[src/rtl/fetch_unit.sv]
// fetch_unit: instruction-fetch stage. Owns the PC, issues in-order requests to
// instruction memory, buffers responses, and hands {pc, instr} pairs to decode
// over valid/ready. A redirect flushes the buffer and marks every request
// still outstanding as stale so its response is discarded on arrival.
module fetch_unit #(
  parameter int             N        = 64,
  parameter int             INSTR_W  = 32,
  parameter int             MAX_OUT  = 2,
  parameter logic [N-1:0]   RESET_PC = {N{1'b0}}
) (
  input  logic               clk,
  input  logic               reset,
  input  logic               br_taken,
  input  logic [N-1:0]       br_target,
  output logic               imem_req_valid,
  input  logic               imem_req_ready,
  output logic [N-1:0]       imem_req_addr,
  input  logic               imem_rsp_valid,
  input  logic [INSTR_W-1:0] imem_rsp_data,
  output logic               if_valid,
  input  logic               if_ready,
  output logic [N-1:0]       if_pc,
  output logic [INSTR_W-1:0] if_instr
);

  localparam int            PW       = (MAX_OUT > 1) ? $clog2(MAX_OUT) : 1;
  localparam int            CW       = $clog2(MAX_OUT + 1);
  localparam logic [CW-1:0] MAX_CNT  = CW'(MAX_OUT);
  localparam logic [CW-1:0] ZERO_CNT = {CW{1'b0}};
  localparam logic [PW-1:0] LAST_PTR = PW'(MAX_OUT - 1);

  // architectural and queue state
  logic [N-1:0]       pc_r;
  logic [N-1:0]       aq_mem_r [MAX_OUT];
  logic [PW-1:0]      aq_wr_ptr_r;
  logic [PW-1:0]      aq_rd_ptr_r;
  logic [N-1:0]       buf_pc_r [MAX_OUT];
  logic [INSTR_W-1:0] buf_instr_r [MAX_OUT];
  logic [PW-1:0]      buf_wr_ptr_r;
  logic [PW-1:0]      buf_rd_ptr_r;
  logic [CW-1:0]      buf_count_r;
  logic [CW-1:0]      inflight_r;
  logic [CW-1:0]      drop_r;

  // per-cycle control
  logic [CW:0]        credit_s;
  logic               req_valid_s;
  logic               fire_s;
  logic               rsp_ok_s;
  logic               rsp_keep_s;
  logic               pop_s;
  logic [CW-1:0]      inflight_nxt_s;
  logic [CW-1:0]      drop_nxt_s;
  logic [CW-1:0]      buf_count_nxt_s;
  logic [N-1:0]       br_pc_s;

  // The low target bits are forced to zero, so they are intentionally unused.
  logic               unused_br_lsb_s;
  assign unused_br_lsb_s = ^br_target[1:0];

  // Ring-pointer advance that wraps at MAX_OUT.
  function automatic logic [PW-1:0] ptr_inc(input logic [PW-1:0] p);
    logic [PW-1:0] r;
    if (p == LAST_PTR) begin
      r = {PW{1'b0}};
    end else begin
      r = p + PW'(1);
    end
    return r;
  endfunction

  // Credit check, handshake qualification and next-value arithmetic for counters.
  always_comb begin
    credit_s    = {1'b0, inflight_r} + {1'b0, buf_count_r};
    req_valid_s = 1'b0;
    if (!reset || br_taken) begin
      req_valid_s = 1'b0;
    end else if (credit_s < {1'b0, MAX_CNT}) begin
      req_valid_s = 1'b1;
    end else begin
      req_valid_s = 1'b0;
    end
    fire_s          = req_valid_s & imem_req_ready;
    // A response with nothing outstanding is a protocol error and is ignored.
    rsp_ok_s        = imem_rsp_valid & (inflight_r != ZERO_CNT);
    rsp_keep_s      = rsp_ok_s & (drop_r == ZERO_CNT) & ~br_taken;
    pop_s           = (buf_count_r != ZERO_CNT) & if_ready & ~br_taken;
    inflight_nxt_s  = inflight_r + CW'(fire_s) - CW'(rsp_ok_s);
    buf_count_nxt_s = buf_count_r + CW'(rsp_keep_s) - CW'(pop_s);
    br_pc_s         = {br_target[N-1:2], 2'b00};
    drop_nxt_s      = drop_r;
    if (br_taken) begin
      // Everything still outstanding after this cycle's response is stale.
      drop_nxt_s = inflight_r - CW'(rsp_ok_s);
    end else if (rsp_ok_s && (drop_r != ZERO_CNT)) begin
      drop_nxt_s = drop_r - CW'(1);
    end else begin
      drop_nxt_s = drop_r;
    end
  end

  // PC register: redirect wins over sequential advance.
  always_ff @(posedge clk or negedge reset) begin
    if (!reset) begin
      pc_r <= RESET_PC;
    end else if (br_taken) begin
      pc_r <= br_pc_s;
    end else if (fire_s) begin
      pc_r <= pc_r + N'(4);
    end
  end

  // In-flight and stale-response counters.
  always_ff @(posedge clk or negedge reset) begin
    if (!reset) begin
      inflight_r <= ZERO_CNT;
      drop_r     <= ZERO_CNT;
    end else begin
      inflight_r <= inflight_nxt_s;
      drop_r     <= drop_nxt_s;
    end
  end

  // Address queue: remembers the PC of each outstanding request, in order.
  always_ff @(posedge clk or negedge reset) begin
    if (!reset) begin
      aq_wr_ptr_r <= {PW{1'b0}};
      aq_rd_ptr_r <= {PW{1'b0}};
      for (int i = 0; i < MAX_OUT; i++) begin
        aq_mem_r[i] <= {N{1'b0}};
      end
    end else begin
      if (fire_s) begin
        aq_mem_r[aq_wr_ptr_r] <= pc_r;
        aq_wr_ptr_r           <= ptr_inc(aq_wr_ptr_r);
      end
      if (rsp_ok_s) begin
        aq_rd_ptr_r <= ptr_inc(aq_rd_ptr_r);
      end
    end
  end

  // Response buffer: a flush keeps the head pointer so the outputs hold their last value.
  always_ff @(posedge clk or negedge reset) begin
    if (!reset) begin
      buf_wr_ptr_r <= {PW{1'b0}};
      buf_rd_ptr_r <= {PW{1'b0}};
      buf_count_r  <= ZERO_CNT;
      for (int i = 0; i < MAX_OUT; i++) begin
        buf_pc_r[i]    <= {N{1'b0}};
        buf_instr_r[i] <= {INSTR_W{1'b0}};
      end
    end else if (br_taken) begin
      buf_wr_ptr_r <= buf_rd_ptr_r;
      buf_count_r  <= ZERO_CNT;
    end else begin
      if (rsp_keep_s) begin
        buf_pc_r[buf_wr_ptr_r]    <= aq_mem_r[aq_rd_ptr_r];
        buf_instr_r[buf_wr_ptr_r] <= imem_rsp_data;
        buf_wr_ptr_r              <= ptr_inc(buf_wr_ptr_r);
      end
      if (pop_s) begin
        buf_rd_ptr_r <= ptr_inc(buf_rd_ptr_r);
      end
      buf_count_r <= buf_count_nxt_s;
    end
  end

  assign imem_req_valid = req_valid_s;
  assign imem_req_addr  = pc_r;
  assign if_valid       = (buf_count_r != ZERO_CNT);
  assign if_pc          = buf_pc_r[buf_rd_ptr_r];
  assign if_instr       = buf_instr_r[buf_rd_ptr_r];

endmodule
[config.mk]
export PLATFORM = sky130hd
export DESIGN_NAME = fetch_unit
export DESIGN_NICKNAME = d
export VERILOG_FILES = /design/src/rtl/fetch_unit.sv
export SDC_FILE = /design/constraint.sdc
export NUM_CORES = 1
export LEC_CHECK = 0
export BUFFER_PORTS_ARGS = -buffer_cell sky130_fd_sc_hd__buf_2
export CORE_MARGIN = 5
export CORE_UTILIZATION = 54
export CTS_BUF_LIST = sky130_fd_sc_hd__clkbuf_4 sky130_fd_sc_hd__clkbuf_8
export CTS_CLUSTER_DIAMETER = 50
export CTS_CLUSTER_SIZE = 25
export DETAILED_ROUTE_END_ITERATION = 16
export PLACE_DENSITY_LB_ADDON = 0.08
export SYNTH_ARGS = -nofsm -noshare
export SYNTH_HDL_FRONTEND = slang
export SYNTH_SLANG_ARGS = --single-unit
[constraint.sdc]
create_clock -name clk -period 3 [get_ports clk]
set_clock_uncertainty 0.05 [all_clocks]
set_input_delay 0.15 -clock clk [delete_from_list [all_inputs] [get_ports clk]]
set_output_delay 0.15 -clock clk [all_outputs]
set_load 0.05 [all_outputs]
==> impl_metrics.env, run 1 <==
export IMPL_status="completed"
export IMPL_total_clock_buffers_created_by_cts=40
export IMPL_synth_top_area_share_pct=53.7
export IMPL_synth_seq_area_share_pct=53.7
export IMPL_worst_setup_path_start_kind="flop"
export IMPL_clock_sinks=384
export IMPL_ys_ff_latch=384
export IMPL_post_synth_inst_count=1578
export IMPL_design_power_total_w=0.0223
export IMPL_setup_worst_path_end_class="flop"
export IMPL_synth_area_um2=17900
export IMPL_post_route_min_period_ps=2720
export IMPL_worst_hold_path_type="input pin to flop"
export IMPL_max_freq_mhz=368
export IMPL_initial_utilization_pct=54.9
export IMPL_route_antenna_remaining_nets=0
export IMPL_arrival_ps=3170
export IMPL_overflow=0
export IMPL_worst_ir_drop_vdd_mv=0.746
export IMPL_power_leakage_nw=10.2
export IMPL_synthesis_area_per_instance_um2=11.3
export IMPL_post_synth_num_cell_types=59
export IMPL_worst_slew_margin_rel_pct=31.9
export IMPL_tightest_slew_ps=1020
export IMPL_ys_warn_count=0
export IMPL_synth_most_common_cell="dfrtp_1"
export IMPL_final_layout_size_suffix_gt1_share_pct=35.1
export IMPL_portBuffers=257
export IMPL_cts_htree_levels=2
export IMPL_chipHeight_um=192
export IMPL_pre_cts_ws_ps=375
export IMPL_area_delta_synth_final_pct=21.3
export IMPL_timing_final_setup_violations=0
export IMPL_antenna_found_initial=1
export IMPL_chipWidth_um=192
export IMPL_detail_route_drc_violations=0
export IMPL_drt_wirelength_per_cell_um=19.9
export IMPL_gp_congestion=0.878
export IMPL_core_region_area_um2=32600
export IMPL_synth_flop_cell="dfrtp_1"
export IMPL_worstSetupPathType="flop to flop"
export IMPL_grt_pass1_vias=13700
export IMPL_synth_largest_area_cell="dfrtp_1"
export IMPL_post_cts_resized_instances=0
export IMPL_tritoncts_clock_tree="built"
export IMPL_cap_viol_max_count=0
export IMPL_finalMaxSlewViolations=0
export IMPL_worst_setup_hold_path_clk_slew_ps=80
export IMPL_vias_per_cell=5.71
export IMPL_postSynth_asyncResetShare_pct=100
export IMPL_die_ar_um2=36900
export IMPL_num_nets_final=2025
export IMPL_final_setup_worst_slack_ps=282
export IMPL_grt_setup_unrepaired="false"
export IMPL_global_route_peak_usage_layer="met2"
export IMPL_synth_area_top_cells="dfrtp_1 54%, mux2_2 17%, mux2i_1 4.1%"
export IMPL_gr_usage_all_layers_pct=25.7
export IMPL_clockRootBuffer="clkbuf_8"
export IMPL_clockBufferDepth=3
export IMPL_finalHoldViolCount=0
export IMPL_grtUsageMet2_pct=41.4
export IMPL_design_portCount=264
export IMPL_globalRouteMet1Util_pct=36.5
export IMPL_most_frequent_cells_after_synthesis="384 x dfrtp_1, 276 x mux2_2, 157 x nand2_1"
export IMPL_globalRouteMet3Util_pct=4.69
export IMPL_final_cycle_utilization_of_the_critical_path_pct=90.6
export IMPL_postRouteWirelength_um=47600
export IMPL_dp_final_hpwl_um=31700
export IMPL_worst_path_max_fanout=13
export IMPL_cellPowerDensity_nw_per_um2=1030
export IMPL_detailed_route_via_count=13600
export IMPL_cts_setup_buffers=0
export IMPL_clk_latency_ps=570
export IMPL_detail_route_first_pass_iterations=5
export IMPL_synth_enable_flop_cells=0
export IMPL_detailedRoute_firstIterationViolations=1135
export IMPL_grt_first_pass_wirelength_um=75700
export IMPL_row_count=66
export IMPL_timing_critical_path_required_ps=3450
export IMPL_timing_setup_tns_ps=0
export IMPL_postCtsHoldBufs=99
export IMPL_grt_start_max_net_pins=155
routing by layer:
layer / up-vias / routed length, µm
met5: - / 0
met4: 0 / 1050
met3: 73 / 2980
met2: 423 / 22100
met1: 6790 / 21400
li1: 6345 / -
worst paths after layout:
path | start | end | slack (ps) | cells past startpoint
max | inflight_r[1]$_DFF_PN0_ | imem_req_addr[35]$_DFFE_PN0P_ | 280 | 7
min reg2reg | buf_pc_r[125]$_DFFE_PN0P_ | buf_pc_r[125]$_DFFE_PN0P_ | 430 | 2
min | imem_req_ready | imem_req_addr[41]$_DFFE_PN0P_ | 200 | 4
max reg2reg | inflight_r[1]$_DFF_PN0_ | imem_req_addr[35]$_DFFE_PN0P_ | 280 | 7
max in group asynchronous | reset | imem_req_addr[36]$_DFFE_PN0P_ | 1000 | 4
min in group asynchronous | reset | buf_pc_r[2]$_DFFE_PN0P_ | 360 | 3
worst max-delay path, stage by stage (launching register included):
cell and delay [ps]:
dfrtp_1 420, inv_1 80, fa_1 510, a41oi_4 580, buf_4 300, a22oi_1 90, dlygate4sd3_1 570, nand2_1 60
kinds of logic (layout without fill, tap and decap cells):
kind of cell | after synthesis | after routing | share of synthesized area (%)
AO/OA/AOI/OAI | 257 | 257 | 8.56
XOR/XNOR | 10 | 10 | 0.490
adder cells (fa/ha/maj) | 8 | 8 | 0.601
buffers and inverters | 139 | 503 | 3.39
flip-flops | 384 | 384 | 53.7
multiplexers | 349 | 349 | 21.5
other | 1 | 5 | 0.0210
AND/OR/NAND/NOR | 430 | 430 | 11.8
metrics by stage:
| stage | cells | utilization (%) | instance area [µm²] | hold slack, ps |
|---|---|---|---|---|
| finish | 2388 | 66.5 | 21700 | 198 |
| global route | 2388 | 66.5 | 21700 | 200 |
| CTS | 2387 | 66.5 | 21700 | 158 |
| detailed placement | 2216 | 60.8 | 19800 | 319 |
| global placement | 2216 | 60.8 | 19800 | 311 |
| floorplan | 1581 | - | 17900 | -196 |
cell usage in the layout (no fill, tap or decap), drive strengths merged, types with 31 or more instances in the layout:
master,n
nor2,97
nand4,40
dlygate4sd3,99
a21oi,73
mux2i,73
o21ai,110
mux2,276
clkbuf,50
inv,31
buf,310
dfrtp,384
nand2,157
nand3,51
state kept, by name, summed over array words and instances (netlist names):
name           cells
drop_r             2
buf_instr_r       64
inflight_r         2
buf_count_r        2
aq_wr_ptr_r        1
aq_mem_r         124
buf_rd_ptr_r       1
aq_rd_ptr_r        1
imem_req_addr     62
buf_pc_r         124
buf_wr_ptr_r       1
power breakdown:
group          leakage [nW]  total [W]  switching (W)  internal, W
clock                 0.446    0.00364        0.00198      0.00166
combinational          4.89    0.00997        0.00636      0.00361
sequential             4.83    0.00869        0.00143      0.00727
cell type report:
type | count | area [µm²]
well taps | 442 | 553
multi-input cells | 1058 | 7730
repair buffers | 409 | 2820
flip-flops and latches | 384 | 9620
clock buffers | 50 | 676
diodes | 1 | 2.50
clock inverters | 22 | 211
fillers | 2606 | 10900
inverters | 22 | 82.6
Power figures use the tool's default switching activity.
==> inputs of run 2 (changes only) <==
--- a/config.mk
+++ b/config.mk
@@ -5,6 +5,7 @@
 export SDC_FILE = /design/constraint.sdc
 export NUM_CORES = 1
 export LEC_CHECK = 0
+export ABC_AREA = 1
 export BUFFER_PORTS_ARGS = -buffer_cell sky130_fd_sc_hd__buf_2
 export CORE_MARGIN = 5
 export CORE_UTILIZATION = 54
@@ -13,6 +14,7 @@
 export CTS_CLUSTER_SIZE = 25
 export DETAILED_ROUTE_END_ITERATION = 16
 export PLACE_DENSITY_LB_ADDON = 0.08
+export REMOVE_ABC_BUFFERS = 1
 export SYNTH_ARGS = -nofsm -noshare
 export SYNTH_HDL_FRONTEND = slang
 export SYNTH_SLANG_ARGS = --single-unit
==> run 2 against run 1 <==
  * Clock power rose by 8.2%
  * Register-to-register slack got worse by 100 ps
  * Flip-flop and latch count did not move
  * Utilization fell by 0.99 points
  * Synthesized cell count rose by 48%
==> impl_metrics.env, run 2 <==
export IMPL_most_frequent_cells_after_synthesis="896 x nand2_1, 384 x dfrtp_1, 297 x o21ai_0"
export IMPL_detailed_route_via_count=16200
export IMPL_route_antenna_remaining_nets=0
export IMPL_pre_cts_ws_ps=261
export IMPL_synth_seq_area_share_pct=51.8
export IMPL_tritoncts_clock_tree="built"
export IMPL_timing_final_setup_violations=0
export IMPL_max_freq_mhz=355
export IMPL_hold_ws_ps=87.3
export IMPL_initial_utilization_pct=55.0
export IMPL_chipHeight_um=195
export IMPL_dp_final_hpwl_um=35500
export IMPL_core_region_area_um2=33700
export IMPL_worst_setup_hold_path_clk_slew_ps=100
export IMPL_die_ar_um2=38100
export IMPL_finalHoldViolCount=0
export IMPL_final_setup_worst_slack_ps=181
export IMPL_cts_htree_levels=2
export IMPL_grt_pass1_vias=15900
export IMPL_power_leakage_nw=11.2
export IMPL_arrival_ps=3280
export IMPL_worst_hold_path_type="input pin to flop"
export IMPL_gr_usage_all_layers_pct=27.1
export IMPL_worstReg2RegStart="inflight_r[1]$_DFF_PN0_"
export IMPL_diodes=0
export IMPL_layout_area_seq_um2=9610
export IMPL_detailedRoute_firstIterationViolations=962
export IMPL_synth_area_um2=18500
export IMPL_cellPowerDensity_nw_per_um2=1020
export IMPL_cts_setup_buffers=0
export IMPL_clockBufferDepth=3
export IMPL_clockRootBuffer="clkbuf_8"
export IMPL_total_clock_buffers_created_by_cts=41
export IMPL_finalMaxSlewViolations=0
export IMPL_ys_ff_latch=384
export IMPL_multi_input_comb_area_um2=7530
export IMPL_synth_largest_area_cell="dfrtp_1"
export IMPL_design_portCount=264
export IMPL_mostFrequentLayoutCells="895 x nand2_1, 382 x dfrtp_1, 297 x o21ai_0"
export IMPL_synth_flop_cell="dfrtp_1"
export IMPL_design_power_total_w=0.0226
export IMPL_row_count=67
export IMPL_setup_worst_path_end_class="flop"
export IMPL_hold_start="imem_req_ready"
export IMPL_status="completed"
export IMPL_leading_cell_type_in_the_layout_fill_and_taps_excluded="nand2_1"
export IMPL_dpl_cell_count=2955
export IMPL_gp_congestion=0.936
export IMPL_clk_latency_ps=600
export IMPL_vias_per_cell=5.18
export IMPL_grt_start_max_net_pins=180
export IMPL_post_synth_num_cell_types=36
export IMPL_worst_slew_margin_rel_pct=24.7
export IMPL_worst_ir_drop_vdd_mv=0.982
export IMPL_clock_sinks=384
export IMPL_final_layout_size_suffix_gt1_share_pct=16.5
export IMPL_final_core_utilization_pct=65.5
export IMPL_post_route_min_period_ps=2820
export IMPL_worst_path_max_fanout=79
export IMPL_portBuffers=257
export IMPL_worstSetupPathType="flop to flop"
export IMPL_drt_wirelength_per_cell_um=16.7
export IMPL_critPathLaunch="inflight_r[1]$_DFF_PN0_"
export IMPL_chipWidth_um=195
export IMPL_filler_cell_count=2951
export IMPL_postSynth_asyncResetShare_pct=100
export IMPL_num_nets_final=2760
export IMPL_detail_route_drc_violations=0
export IMPL_ys_warn_count=0
export IMPL_postRouteWirelength_um=52200
export IMPL_detail_route_first_pass_iterations=6
export IMPL_synth_enable_flop_cells=0
export IMPL_grt_first_pass_wirelength_um=85200
export IMPL_worst_setup_path_start_kind="flop"
export IMPL_synth_most_common_cell="nand2_1"
export IMPL_synth_top_area_share_pct=51.8
export IMPL_overflow=0
export IMPL_synthesis_area_per_instance_um2=7.91
export IMPL_tightest_slew_ps=1130
export IMPL_timing_critical_path_required_ps=3460
export IMPL_synth_area_top_cells="dfrtp_1 52%, nand2_1 18%, o21ai_0 8.0%"
export IMPL_largest_registers="aq_mem_r x124, buf_pc_r x124, buf_instr_r x64"
export IMPL_post_synth_inst_count=2342
export IMPL_antenna_found_initial=0
export IMPL_cap_viol_max_count=0
export IMPL_final_instance_count_excl_fill=3131
export IMPL_area_delta_synth_final_pct=19.1
export IMPL_final_cycle_utilization_of_the_critical_path_pct=94.0
export IMPL_grt_setup_unrepaired="false"
## run 2: cell count changes after synthesis, moves of 71 or more
| cell | previous run | this run |
|---|---|---|
| nand2_1 | 157 | 896 |
| o21ai_1 | 1 | 75 |
| o21ai_0 | 109 | 297 |
| mux2i_1 | 73 | 0 |
| inv_1 | 21 | 223 |
| a21oi_1 | 73 | 2 |
| mux2_2 | 276 | 62 |
## run 2: routing by layer
layer,GRT usage [%],vias to the layer above,wire [µm]
met5,0,-,0
met4,8.74,0,1820
met3,4.15,95,3040
met2,43.5,493,24100
met1,38.4,7655,23200
li1,-,7985,-
## run 2: path summary, 6_finish.rpt
path / endpoint / slack (ps) / depth (start not counted)
max reg2reg: aq_mem_r[127]$_DFFE_PN0P_ / 180 / 9
min: imem_req_addr[33]$_DFFE_PN0P_ / 90 / 3
min in group asynchronous: buf_wr_ptr_r$_DFFE_PN0P_ / 230 / 3
min reg2reg: buf_pc_r[7]$_DFFE_PN0P_ / 430 / 2
max: aq_mem_r[127]$_DFFE_PN0P_ / 180 / 9
max in group asynchronous: aq_mem_r[106]$_DFFE_PN0P_ / 1390 / 4
## run 2: cell type report
type / instances / share of cell area, %
multi-input combinational: 1616 / 34.1
clock inverter: 30 / 1.55
tap: 448 / 2.54
clock buffer: 46 / 2.84
inverter: 228 / 3.89
timing repair buffer: 379 / 11.5
sequential: 384 / 43.5
## run 2: logic make-up (layout without fill, tap and decap cells)
kind of cell    count (synthesis)  count (layout)  synth area share (%)
simple gates                 1110            1110                  23.5
xor+xnor                       22              22                  1.04
fa+ha+maj                       8               8                 0.581
compound gates                410             410                  11.6
mux                            62              62                  3.77
flops                         384             384                  51.8
other cells                     1               4                0.0202
buf+inv                       345             683                  7.63
## run 2: report_power, final
group | switching, W | total, W | internal [W] | leakage [nW]
registers | 0.00128 | 0.00861 | 0.00733 | 4.83
clock network | 0.00214 | 0.00394 | 0.00180 | 0.485
logic | 0.00718 | 0.0100 | 0.00286 | 5.91
total | 0.0106 | 0.0226 | 0.0120 | 11.2
## run 2: per-stage QoR
stage	cell area [µm²]	TNS [ps]
finish	22100	0
global route	22100	0
CTS	22100	0
detailed placement	20100	0
global placement	20100	0
floorplan	18000	-192570
## run 2: what timing repair did
| action | 4_1_cts | 5_1_grt |
|---|---|---|
| hold buffers | 100 | 0 |
| resized for setup | 0 | 0 |
| endpoints found under the hold margin | 471 | 0 |
## run 2: worst max-delay path, cell delays in order (launching register included)
cell	delay, ps
dfrtp_1	420
inv_1	130
fa_1	430
nand2_1	130
nor2_4	50
nand2_2	300
or2_4	550
buf_12	350
nand2_1	130
o21ai_2	70
==> inputs of run 3 (changes only) <==
--- a/config.mk
+++ b/config.mk
@@ -7,8 +7,8 @@
 export LEC_CHECK = 0
 export ABC_AREA = 1
 export BUFFER_PORTS_ARGS = -buffer_cell sky130_fd_sc_hd__buf_2
-export CORE_MARGIN = 5
-export CORE_UTILIZATION = 54
+export CORE_MARGIN = 4
+export CORE_UTILIZATION = 55
 export CTS_BUF_LIST = sky130_fd_sc_hd__clkbuf_4 sky130_fd_sc_hd__clkbuf_8
 export CTS_CLUSTER_DIAMETER = 50
 export CTS_CLUSTER_SIZE = 25
==> constraint.sdc (replaced) <==
create_clock -name clk -period 3.33 [get_ports clk]
set_clock_uncertainty 0.05 [all_clocks]
set_input_delay 0.1665 -clock clk [delete_from_list [all_inputs] [get_ports clk]]
set_output_delay 0.1665 -clock clk [all_outputs]
set_load 0.05 [all_outputs]
==> run 3 against run 2 <==
  * Critical path depth is the same
  * Sequential share of layout area increased by 0.17 points
  * Die area fell by 3.7%
  * Critical path type unchanged
  * Highest routed layer unchanged
==> impl_metrics.env, run 3 (synthesis results as in run 2) <==
export IMPL_largest_registers="aq_mem_r x124, buf_pc_r x124, buf_instr_r x64"
export IMPL_detailedRoute_firstIterationViolations=1463
export IMPL_reg2reg_to="aq_mem_r[103]$_DFFE_PN0P_"
export IMPL_num_nets_final=2757
export IMPL_clock_sinks=384
export IMPL_finalMaxSlewViolations=0
export IMPL_portBuffers=257
export IMPL_filler_cell_count=2844
export IMPL_gp_congestion=0.928
export IMPL_detail_route_drc_violations=0
export IMPL_chipHeight_um=192
export IMPL_cts_htree_levels=2
export IMPL_final_cycle_utilization_of_the_critical_path_pct=85.5
export IMPL_die_ar_um2=36700
export IMPL_path_common_cell="nand2_1"
export IMPL_clockRootBuffer="clkbuf_8"
export IMPL_clk_latency_ps=590
export IMPL_antenna_found_initial=0
export IMPL_worst_setup_path_start_kind="flop"
export IMPL_critical_path_slowest_cell="buf_4"
export IMPL_area_delta_synth_final_pct=18.7
export IMPL_detailed_route_via_count=16300
export IMPL_gr_usage_all_layers_pct=28.0
export IMPL_total_clock_buffers_created_by_cts=41
export IMPL_worst_hold_path_type="input pin to asynchronous set/reset pin"
export IMPL_post_route_min_period_ps=2850
export IMPL_core_region_area_um2=32900
export IMPL_setup_worst_path_end_class="flop"
export IMPL_finalHoldViolCount=0
export IMPL_max_freq_mhz=351
export IMPL_status="completed"
export IMPL_final_layout_size_suffix_gt1_share_pct=16.4
export IMPL_worst_setup_hold_path_clk_slew_ps=110
export IMPL_diodes=0
export IMPL_critPathLaunch="inflight_r[1]$_DFF_PN0_"
export IMPL_sequence_of_cells_on_the_critical_path="inv_1 -> fa_1 -> nand2_1 -> nor2_4 -> nand2_2 -> or2_4 -> buf_4 -> nand2_1 -> o21ai_1"
export IMPL_drt_wirelength_per_cell_um=16.4
export IMPL_timing_final_setup_violations=0
export IMPL_grt_start_max_net_pins=194
export IMPL_design_portCount=264
export IMPL_final_core_utilization_pct=66.9
export IMPL_power_leakage_nw=11.2
export IMPL_dpl_cell_count=2948
export IMPL_tightest_slew_ps=1260
export IMPL_final_instance_count_excl_fill=3121
export IMPL_worstSetupPathType="flop to flop"
export IMPL_mostFrequentLayoutCells="895 x nand2_1, 382 x dfrtp_1, 297 x o21ai_0"
export IMPL_regToRegSetupSlack_ps=480
export IMPL_leading_cell_type_in_the_layout_fill_and_taps_excluded="nand2_1"
export IMPL_reg2reg_depth=9
export IMPL_tritoncts_clock_tree="built"
export IMPL_worst_path_max_fanout=82
export IMPL_clockBufferDepth=3
export IMPL_grt_first_pass_wirelength_um=82800
export IMPL_chipWidth_um=192
export IMPL_worstReg2RegStart="inflight_r[1]$_DFF_PN0_"
export IMPL_detail_route_first_pass_iterations=5
export IMPL_crit_path_max_incr_delay_ps=650
export IMPL_overflow=0
export IMPL_cellPowerDensity_nw_per_um2=918
export IMPL_initial_utilization_pct=56.4
export IMPL_arrival_ps=3300
export IMPL_grt_pass1_vias=15800
export IMPL_cap_viol_max_count=0
export IMPL_final_setup_worst_slack_ps=483
export IMPL_worst_ir_drop_vdd_mv=0.701
export IMPL_row_count=66
export IMPL_vias_per_cell=5.24
export IMPL_route_antenna_remaining_nets=0
export IMPL_grt_setup_unrepaired="false"
export IMPL_postRouteWirelength_um=51300
export IMPL_pre_cts_ws_ps=583
export IMPL_timing_critical_path_required_ps=3780
export IMPL_worst_slew_margin_rel_pct=16.0
export IMPL_dp_final_hpwl_um=34500
[run 3: stage by stage]
step,cell area (µm²),hold WS [ps],setup TNS [ps],total power (W)
after detailed placement,20100,307,0,0.0167
after global placement,20100,304,0,0.0165
after CTS,22000,151,0,0.0203
final,22000,200,0,0.0202
after floorplan,18000,-179,-119800,0.0143
after global routing,22000,207,0,0.0216
[run 3: layout make-up]
class                      instances  area [µm²]  area share, %
sequential                       384        9610           43.7
multi-input combinational       1616        7530           34.2
timing repair buffer             376        2500           11.4
inverter                         228         858           3.90
clock buffer                      44         593           2.70
tap                              442         553           2.51
clock inverter                    31         352           1.60
[run 3: power breakdown]
| part | leakage (nW) | switching (W) | internal [W] |
|---|---|---|---|
| clock | 0.470 | 0.00195 | 0.00150 |
| sequential | 4.83 | 0.00112 | 0.00660 |
| combinational | 5.88 | 0.00648 | 0.00254 |
| total | 11.2 | 0.00955 | 0.0106 |
[run 3: routing by layer]
layer  wire length, µm  track usage [%]  vias up
met1             22600             39.2     7732
li1                  -                -     7982
met2             23600             45.2      525
met4              1740             8.95        0
met3              3450             4.43      101
met5                 0                0        -
[run 3: worst max path at each step]
| stage | to | slack (ps) |
|---|---|---|
| floorplan | if_instr[0] | -1310 |
| global route | aq_mem_r[103]$_DFFE_PN0P_ | 330 |
| global placement | aq_mem_r[78]$_DFFE_PN0P_ | 660 |
| CTS | aq_mem_r[103]$_DFFE_PN0P_ | 560 |
| finish | aq_mem_r[103]$_DFFE_PN0P_ | 480 |
| detailed placement | aq_mem_r[103]$_DFFE_PN0P_ | 580 |
[run 3: what timing repair did]
action,CTS,global route
buffers inserted,0,0
endpoints found under the hold margin,375,0
hold buffers,98,0
resized for setup,0,0
[run 3: critical path, delay by kind of cell, from the launching register on]
kind,cells,cell delay (ps)
DFF,1,410
and+or+nand+nor,5,890
adders and majority gates,1,430
buffers and inverters,2,770
AOI/OAI and AO/OA,1,130
